--- src/rtl/cache_arbiter_if.sv ---
// Bundle between the arbiter, the two caches and physical memory.
// Latency: none (wires only).
// Backpressure: cache requests are levels held until resp; memory paces beats with pmem_resp.
// Ports:
//   icache  : i_read, i_address -> i_rdata, i_resp
//   dcache  : d_read, d_write, d_address, d_wdata -> d_rdata, d_resp
//   pmem    : pmem_read, pmem_write, pmem_address, pmem_wdata <- pmem_rdata, pmem_resp
// master is the arbiter's view; slave is the caches/memory view.
interface cache_arbiter_if;
    logic         i_read;
    logic [31:0]  i_address;
    logic [255:0] i_rdata;
    logic         i_resp;

    logic         d_read;
    logic         d_write;
    logic [31:0]  d_address;
    logic [255:0] d_wdata;
    logic [255:0] d_rdata;
    logic         d_resp;

    logic         pmem_read;
    logic         pmem_write;
    logic [31:0]  pmem_address;
    logic [63:0]  pmem_wdata;
    logic [63:0]  pmem_rdata;
    logic         pmem_resp;

    modport master (
        input  i_read, i_address, d_read, d_write, d_address, d_wdata,
               pmem_rdata, pmem_resp,
        output i_rdata, i_resp, d_rdata, d_resp,
               pmem_read, pmem_write, pmem_address, pmem_wdata
    );

    modport slave (
        output i_read, i_address, d_read, d_write, d_address, d_wdata,
               pmem_rdata, pmem_resp,
        input  i_rdata, i_resp, d_rdata, d_resp,
               pmem_read, pmem_write, pmem_address, pmem_wdata
    );
endinterface

--- src/rtl/cache_arbiter.sv ---
// Arbitrates icache/dcache line transfers onto one 4x64-bit burst memory port.
// Latency: grant the cycle after the request, 4 beats, one DONE cycle carrying resp.
// Backpressure: memory stalls each beat by withholding pmem_resp; requests are ignored outside IDLE.
// Ports: clk, rst (sync, active-high), bus (cache_arbiter_if.master).
module cache_arbiter (
    input  logic            clk,
    input  logic            rst,
    cache_arbiter_if.master bus
);
    typedef enum logic [2:0] {
        IDLE,
        I_RD,
        D_RD,
        D_WR,
        DONE
    } state_t;

    state_t       state;
    state_t       state_nxt;
    logic [1:0]   cnt;
    logic [31:0]  addr_q;
    logic [255:0] wdata_q;
    logic [255:0] line_q;
    // Remembers whose transaction is finishing so DONE can steer the resp pulse.
    logic         owner_i;

    logic         d_req;
    logic         any_req;
    logic [31:0]  grant_addr;
    logic [7:0]   beat_ofs;
    logic         in_burst;

    // Line-offset bits of the request addresses are deliberately discarded.
    logic         unused_addr_bits;
    assign unused_addr_bits = ^{bus.i_address[4:0], bus.d_address[4:0]};

    assign d_req      = bus.d_read | bus.d_write;
    assign any_req    = d_req | bus.i_read;
    assign grant_addr = d_req ? bus.d_address : bus.i_address;
    assign beat_ofs   = {cnt, 6'b0};
    assign in_burst   = (state == I_RD) || (state == D_RD) || (state == D_WR);

    always_ff @(posedge clk) begin
        if (rst) begin
            state   <= IDLE;
            cnt     <= 2'd0;
            addr_q  <= 32'd0;
            wdata_q <= 256'd0;
            line_q  <= 256'd0;
            owner_i <= 1'b0;
        end else begin
            state <= state_nxt;
            case (state)
                IDLE: begin
                    if (any_req) begin
                        addr_q  <= {grant_addr[31:5], 5'b0};
                        wdata_q <= bus.d_wdata;
                        cnt     <= 2'd0;
                        owner_i <= ~d_req;
                    end
                end
                I_RD, D_RD: begin
                    if (bus.pmem_resp) begin
                        line_q[beat_ofs +: 64] <= bus.pmem_rdata;
                        cnt <= cnt + 2'd1;
                    end
                end
                D_WR: begin
                    if (bus.pmem_resp) begin
                        cnt <= cnt + 2'd1;
                    end
                end
                default: begin
                end
            endcase
        end
    end

    always_comb begin
        state_nxt = state;
        case (state)
            IDLE: begin
                // Write wins over read when the dcache raises both.
                if (bus.d_write)     state_nxt = D_WR;
                else if (bus.d_read) state_nxt = D_RD;
                else if (bus.i_read) state_nxt = I_RD;
            end
            I_RD, D_RD, D_WR: begin
                if (bus.pmem_resp && (cnt == 2'd3)) state_nxt = DONE;
            end
            DONE:    state_nxt = IDLE;
            default: state_nxt = IDLE;
        endcase
    end

    assign bus.pmem_read    = (state == I_RD) || (state == D_RD);
    assign bus.pmem_write   = (state == D_WR);
    assign bus.pmem_address = addr_q;
    assign bus.pmem_wdata   = wdata_q[beat_ofs +: 64];

    assign bus.i_resp  = (state == DONE) && owner_i;
    assign bus.d_resp  = (state == DONE) && !owner_i;
    assign bus.i_rdata = line_q;
    assign bus.d_rdata = line_q;

    // Unused-but-intentional: in_burst documents the burst states for readers of waveforms.
    logic unused_in_burst;
    assign unused_in_burst = in_burst;
endmodule

--- src/flat_wrapper.sv ---
// flat-port wrapper written by rule: the top's interface ports become plain ports
module cache_arbiter_flat 
  (clk, rst, bus_i_read, bus_i_address, bus_d_read, bus_d_write, bus_d_address, bus_d_wdata, bus_pmem_rdata, bus_pmem_resp, bus_i_rdata, bus_i_resp, bus_d_rdata, bus_d_resp, bus_pmem_read, bus_pmem_write, bus_pmem_address, bus_pmem_wdata);
  cache_arbiter_if bus_i ();
  input  logic clk;
  input  logic rst;
  input wire logic [$bits(bus_i.i_read)-1:0] bus_i_read;
  input wire logic [$bits(bus_i.i_address)-1:0] bus_i_address;
  input wire logic [$bits(bus_i.d_read)-1:0] bus_d_read;
  input wire logic [$bits(bus_i.d_write)-1:0] bus_d_write;
  input wire logic [$bits(bus_i.d_address)-1:0] bus_d_address;
  input wire logic [$bits(bus_i.d_wdata)-1:0] bus_d_wdata;
  input wire logic [$bits(bus_i.pmem_rdata)-1:0] bus_pmem_rdata;
  input wire logic [$bits(bus_i.pmem_resp)-1:0] bus_pmem_resp;
  output wire logic [$bits(bus_i.i_rdata)-1:0] bus_i_rdata;
  output wire logic [$bits(bus_i.i_resp)-1:0] bus_i_resp;
  output wire logic [$bits(bus_i.d_rdata)-1:0] bus_d_rdata;
  output wire logic [$bits(bus_i.d_resp)-1:0] bus_d_resp;
  output wire logic [$bits(bus_i.pmem_read)-1:0] bus_pmem_read;
  output wire logic [$bits(bus_i.pmem_write)-1:0] bus_pmem_write;
  output wire logic [$bits(bus_i.pmem_address)-1:0] bus_pmem_address;
  output wire logic [$bits(bus_i.pmem_wdata)-1:0] bus_pmem_wdata;
  assign bus_i.i_read = bus_i_read;
  assign bus_i.i_address = bus_i_address;
  assign bus_i.d_read = bus_d_read;
  assign bus_i.d_write = bus_d_write;
  assign bus_i.d_address = bus_d_address;
  assign bus_i.d_wdata = bus_d_wdata;
  assign bus_i.pmem_rdata = bus_pmem_rdata;
  assign bus_i.pmem_resp = bus_pmem_resp;
  assign bus_i_rdata = bus_i.i_rdata;
  assign bus_i_resp = bus_i.i_resp;
  assign bus_d_rdata = bus_i.d_rdata;
  assign bus_d_resp = bus_i.d_resp;
  assign bus_pmem_read = bus_i.pmem_read;
  assign bus_pmem_write = bus_i.pmem_write;
  assign bus_pmem_address = bus_i.pmem_address;
  assign bus_pmem_wdata = bus_i.pmem_wdata;
  cache_arbiter u_core (.clk(clk), .rst(rst), .bus(bus_i));
endmodule
--- config.mk ---
export PLATFORM = sky130hd
export DESIGN_NAME = cache_arbiter_flat
export DESIGN_NICKNAME = d
export VERILOG_FILES = /design/src/rtl/cache_arbiter_if.sv /design/src/rtl/cache_arbiter.sv /design/src/flat_wrapper.sv
export SDC_FILE = /design/constraint.sdc
export NUM_CORES = 1
export LEC_CHECK = 0
export ABC_AREA = 1
export BUFFER_PORTS_ARGS = -buffer_cell sky130_fd_sc_hd__buf_2
export CORE_AREA = 3 3 387 389
export DETAILED_ROUTE_END_ITERATION = 6
export DIE_AREA = 0 0 390 392
export GPL_TIMING_DRIVEN = 0
export PLACE_DENSITY = 0.45
export SETUP_SLACK_MARGIN = 0.02
export SLEW_MARGIN = 0
export SYNTH_ARGS = -nofsm -noshare
export SYNTH_HDL_FRONTEND = slang
export SYNTH_SLANG_ARGS = --single-unit
--- constraint.sdc ---
create_clock -name clk -period 2.75 [get_ports clk]
set_input_delay 0.275 -clock clk [delete_from_list [all_inputs] [get_ports clk]]
set_output_delay 0.275 -clock clk [all_outputs]
set_load 0.05 [all_outputs]
==> After elaboration in Yosys (flattened, before gate mapping) <==
Index checks and enable logic that the tools add are counted.
{ "totals": {"ff_bits": 545, "inputBits": 390, "output_inout_bits": 612, "wordCells": 46} }
{ "classes": {"add_sub_neg": 2, "eq_ne": 9, "shifts": 3, "mux": 10, "bitwise_logic": 3, "reduce_logical": 13} }
{ "op_table": {"columns": ["cell", "count"], "rows": [
  ["256-bit bitwise mux", 1],
  ["64-bit by 10-bit variable shift with 256-bit output (first input constant)", 1],
  ["256-bit by 9-bit variable part select with 64-bit output", 1],
  ["64-bit by 10-bit variable part select with 256-bit output", 1],
  ["32-bit two-way mux", 1],
  ["3-bit two-way mux", 4],
  ["8-bit negation with 10-bit output", 1],
  ["3-bit by 2-bit == test with 1-bit output (second input constant)", 2],
  ["2-bit by 1-bit inequality test with 1-bit output (second input constant)", 3],
  ["3-bit case mux with 2 select lines", 1],
  ["2-bit AND reduction", 3],
  ["2-bit two-way mux", 2],
  ["4-bit inequality test (second input constant)", 1],
  ["2-bit case mux with 2 select lines", 1],
  ["3-bit by 1-bit == test with 1-bit output (second input constant)", 1],
  ["3-bit == test (second input constant)", 1],
  ["1-bit logical AND", 3],
  ["3-bit logical NOT", 1],
  ["3-bit AND reduction", 1],
  ["3-bit OR reduction", 1],
  ["2-bit by 1-bit adder with 2-bit output (second input constant)", 1],
  ["2-bit == test (second input constant)", 1],
  ["1-bit OR", 2],
  ["2-bit nonzero test", 1],
  ["other kinds (4)", 4]
]} }

==> Depth between registers and ports, before layout <==
{ "logic_depth": {"word_depth": 4, "depth_mapped": 13, "mapped_depth_nobuf": 8} }

==> Least setup slack after synthesis <==
No wires, ideal clock.
{ "synth_timing": {"kind": "reg-to-reg", "from": "reg u_core.cnt[0]", "to": "reg u_core.line_q[222], in the netlist u_core.bus.d_rdata[222]", "setup_time_ns": 0.065, "arrival_time_ns": 2.334, "required_time_ns": 2.685, "slack_ns": 0.351, "path_stages_with_launch": 14, "path_buffers": 6, "period_less_slack_ns": 2.399, "cell_sequence": "dfxtp_1 > buf_2 > inv_1 > buf_2 > buf_1 > ha_1 > buf_2 > inv_1 > buf_2 > clkbuf_1 > nand3_1 > nand2_1 > o21ai_0 > nor2_1"} }
{ "synth_between": {"elab_chain_cells": 3, "elab_cells_between_ends": 4, "classes_between": "add/sub: 1; shift: 2; mux: 1"} }
{ "synth_lines": {"columns": ["element", "line_no", "text"], "rows": [
  ["from (decl)", "cache_arbiter.sv:20", "logic [1:0] cnt;"],
  ["from (signal assigned)", "cache_arbiter.sv:65", "cnt <= cnt + 2'd1;"],
  ["from (signal assigned)", "cache_arbiter.sv:70", "cnt <= cnt + 2'd1;"],
  ["8-bit negation with 10-bit output (*)", "cache_arbiter.sv:64", "line_q[beat_ofs +: 64] <= bus.pmem_rdata;"],
  ["64-bit by 10-bit variable part select with 256-bit output or 64-bit by 10-bit variable shift with 256-bit output (tied branches)", "cache_arbiter.sv:64", null],
  ["256-bit bitwise mux (*)", "cache_arbiter.sv:64", null],
  ["to (signal, indexed assignment)", "cache_arbiter.sv:64", null],
  ["to (decl)", "cache_arbiter.sv:23", "logic [255:0] line_q;"]
]} }
Mark *: on every way between the ends. The rest lies on a longest branch, timed or not.
A chain may end at the register's enable or synchronous reset.

==> Worst setup path in the final report <==
{ "layout_timing": {"from": "reg u_core.cnt[0]", "to": "out bus_pmem_wdata[41]"} }
{ "layout_between": {"elab_chain_cells": 1} }
{ "layout_lines": {"columns": ["element", "line_no", "text"], "rows": [
  ["256-bit by 9-bit variable part select with 64-bit output", "cache_arbiter.sv:99", "assign bus.pmem_wdata = wdata_q[beat_ofs +: 64];"],
  ["to (decl)", "flat_wrapper.sv:22", "output wire logic [$bits(bus_i.pmem_wdata)-1:0] bus_pmem_wdata;"]
]} }
No other way between the ends.

==> flow_summary.toml <==
[clocking]
clk_latency_ns = 0.68
cts_tree = "done"
cts.clk_slew.worst_paths_ns = 0.05
clockRootBuffer = "clkbuf_16"
htree_num_levels = 3
cts_made_buffers = 71
clock-sinks = 545
clock_path_buffers = 3

[sta]
tns_ns = 0
fin_ws_ns = 0.109
setup_viol = 0
fin_crit_ns = 2.64
finalHoldViolCount = 0
grt_setup_unrepaired = "true"
fin_skew_ns = 0.0380
tightestPinTransition_ns = 1.13
slew_headroom = 0.246
max_freq_mhz = 379
finalCritPeriodShare = 0.960
maxSlewViolCount = 0

[critical_path]
reg2reg_depth = 15
cp-end-kind = "output port"
path_cells = "buf_12, clkinvlp_4, buf_4, buf_12, buf_4, nor2_1, o22ai_2, buf_6"
crit_fanout = 10
regToRegSetupSlack_ns = 0.14
slowest_stage = "dfxtp_4"
required_ns = 2.48
cpLargestDelayFamily = "buffers and inverters"
crit_path_start_kind = "flip-flop"
rr_startpoint = "u_core.cnt[0]"
cp.arrival_ns = 2.37
worstSetupPathType = "reg2out"
cp.buffers_inverters = 6
critical-path-max-stage-delay_ns = 0.36
r2r_end = "u_core.bus.d_rdata[165]"

[synthesis]
synth.distinct_cells = 27
synth_compound_area_frac = 0.108
synth_area_sq_um = 25800
synth_top_family_by_area = "simple AND/OR/NAND/NOR gates"
synth-xor-area-share = 0
yosysTopAreaCell = "dfxtp_1"
synth_mux_area_frac = 0
netlist.area_leader.share = 0.423
synth-seq-cells = 545
synthCells = 3802
async_reset_ff_frac = 0
synthFlopType = "dfxtp_1"
synth_edf_count = 0
synth_fa_ha_area_frac = 0.00243
synth_simple_gate_area_frac = 0.317
syn_area_per_cell_sq_um = 6.78
synth_area_leaders = "dfxtp_1 (42%), nor2_1 (18%), o21ai_0 (9.1%)"
seq_area_frac_synth = 0.423
ys_warn_count = 0

[layout]
fin_nets = 5608
nFillCells = 16400
stdcell_area_sq_um = 39800
drive_gt1_frac = 0.310
area_delta_synth_final_pct = 54.6

[drt]
drt-initial-drc-count = 1825
drc_errors = 0
via_per_inst = 4.23
dr.pass1.iters = 5
wirelength_microns = 162000
post_drt_wl_per_cell_microns = 22.5
vias = 30500
antenna_left = 0

[global_route]
busiest_layer = "met2"
first_global_vias = 29800
grt_max_degree = 15
grt_usage = 0.203
grt_pass1_wl_microns = 221000
met3_usage = 0.0334
use_met2 = 0.369
grt-ovfl-total = 0
grt_util_met1 = 0.235
antenna_found_initial = 26

[power_and_ir_drop]
p_total_w = 0.0361
p_per_area_nw_per_um2 = 907
pwr-share-clk = 0.260
max-vdd-ir-drop_mv = 0.610
comb_power_share = 0.448
power.internal_w = 0.0196
p_switching_w = 0.0166
swShare = 0.458
seq_power_share = 0.292
leakage_nw = 19.7

[run]
maxCapViolCount = 0

[hold_path]
min-delay-start = "bus_pmem_rdata[30]"
whs_endpoint = "u_core.bus.d_rdata[30]"
min_path_cells = 5
hp-class = "in2reg"

[placed_design]
dp_hpwl_microns = 133000
dp_worst_setup_slack_ns = -2.17
place_area_sq_um = 33100
routabilityCongestion = 0.924
io_buffers = 984

[floorplanning]
boundaryPins = 1002
dieArea_sq_um = 153000
rows = 141
die_w_microns = 390
start_util = 0.175
coreArea_sq_um = 147000
die_h_microns = 392

[status]
status = "completed"
[synthesized netlist by cell type, types with 14 or more instances]
library cell	number
clkbuf_1	147
buf_2	89
o22ai_1	64
dfxtp_1	545
nor2_1	1239
buf_4	298
o21ai_0	468
nand2_1	450
nor3_1	34
buf_1	14
inv_1	114
nand4_1	44
nand3_1	252
[cells in the final DEF (no fill, tap or decap), types with 5 or more instances in the layout]
master	n
dlygate4sd3_1	338
inv_2	6
nand3_1	251
diode_2	17
clkbuf_2	23
buf_6	32
dfxtp_1	543
nand2_1	448
clkbuf_16	73
nor2_1	1218
o21ai_0	463
clkbuf_4	20
nor3_1	34
inv_6	5
conb_1	5
buf_1	8
clkbuf_8	21
clkinv_2	8
o22ai_2	21
nor2_4	9
buf_12	9
inv_1	111
buf_2	1010
o22ai_1	43
nor2_2	18
clkbuf_1	109
nand3_2	5
buf_4	342
nand4_1	44
o21ai_1	11
[layer usage]
metal	part of all wire	vias up
met5	0.00046	-
met1	0.40	14300
met4	0.040	12
met2	0.50	1196
li1	-	14800
met3	0.055	226
[worst max path at each step]
| stage | from | end | cells past startpoint | slack [ns] |
|---|---|---|---|---|
| after global placement | u_core.cnt[0] | u_core.bus.d_rdata[148] | 13 | -2.59 |
| final | u_core.cnt[0] | bus_pmem_wdata[41] | 8 | 0.11 |
| after floorplan | u_core.cnt[0] | u_core.bus.d_rdata[222] | 13 | 0.35 |
| after detailed placement | u_core.cnt[1] | u_core.bus.d_rdata[229] | 12 | -2.17 |
| after CTS | u_core.cnt[0] | bus_pmem_wdata[59] | 7 | 0.0004 |
| after global routing | u_core.cnt[0] | u_core.bus.d_rdata[176] | 14 | 0.008 |
[worst register-to-register path: stages, from the launching register on]
cell and delay (ns):
dfxtp_4 0.37, buf_12 0.14, clkinvlp_4 0.12, buf_12 0.18, buf_16 0.21, ha_4 0.29, buf_6 0.15, clkinvlp_4 0.10
buf_4 0.17, nor2_4 0.23, buf_8 0.18, buf_12 0.11, nand2_1 0.04, nand3_1 0.10, nand2_1 0.07, nor2_1 0.11
[area by class of cell]
type	count	area [sq um]	share of cell area
Antenna cell	17	42.5	0.00107
Buffer	554	3750	0.0941
Clock buffer	101	2070	0.0520
Clock inverter	22	233	0.00584
Inverter	119	454	0.0114
Multi-Input combinational cell	2586	11300	0.284
Sequential cell	545	10900	0.274
Tap cell	1930	2410	0.0606
Timing Repair Buffer	1336	8670	0.218
[registers in the layout (all words and copies together) (netlist names)]
name	flops
u_core.bus.d_rdata	256
u_core.bus.pmem_address	27
u_core.cnt	2
u_core.owner_i	1
u_core.state	3
u_core.wdata_q	256
[cell families (layout without fill, tap and decap cells)]
kind of cell | Yosys count | in the layout
buf+inv | 675 | 2132
fa+ha+maj | 5 | 5
other cells | 1 | 22
simple gates | 2034 | 2034
flops | 545 | 545
compound gates | 542 | 542
[per-stage QoR]
stage | hold slack, ns | std cells | util
6_report | 0.0712 | 7210 | 0.271
5_1_grt | 0.0508 | 7201 | 0.271
4_1_cts | 0.000318 | 7192 | 0.270
3_5_place_dp | 0.466 | 6720 | 0.225
3_3_place_gp | 0.457 | 6720 | 0.225
2_1_floorplan | 0.423 | 3806 | -
[power groups by stage]
stage | clock (W) | combinational [W] | sequential, W
global placement | 0 | 0.0150 | 0.0107
detailed placement | 0 | 0.0151 | 0.0107
finish | 0.00938 | 0.0162 | 0.0106
global route | 0.00993 | 0.0174 | 0.0107
CTS | 0.00963 | 0.0163 | 0.0106
floorplan | 0 | 0.00864 | 0.0119
[repair_timing]
action	in CTS	in global routing
gates resized for setup	236	55
endpoints found under the hold margin	328	0
hold buffers	338	0
buffers inserted	11	1
cloned	2	0
endpoints found under the setup margin	323	197
pin swaps	9	5
Note: power is estimated with default switching activity, not from simulation.
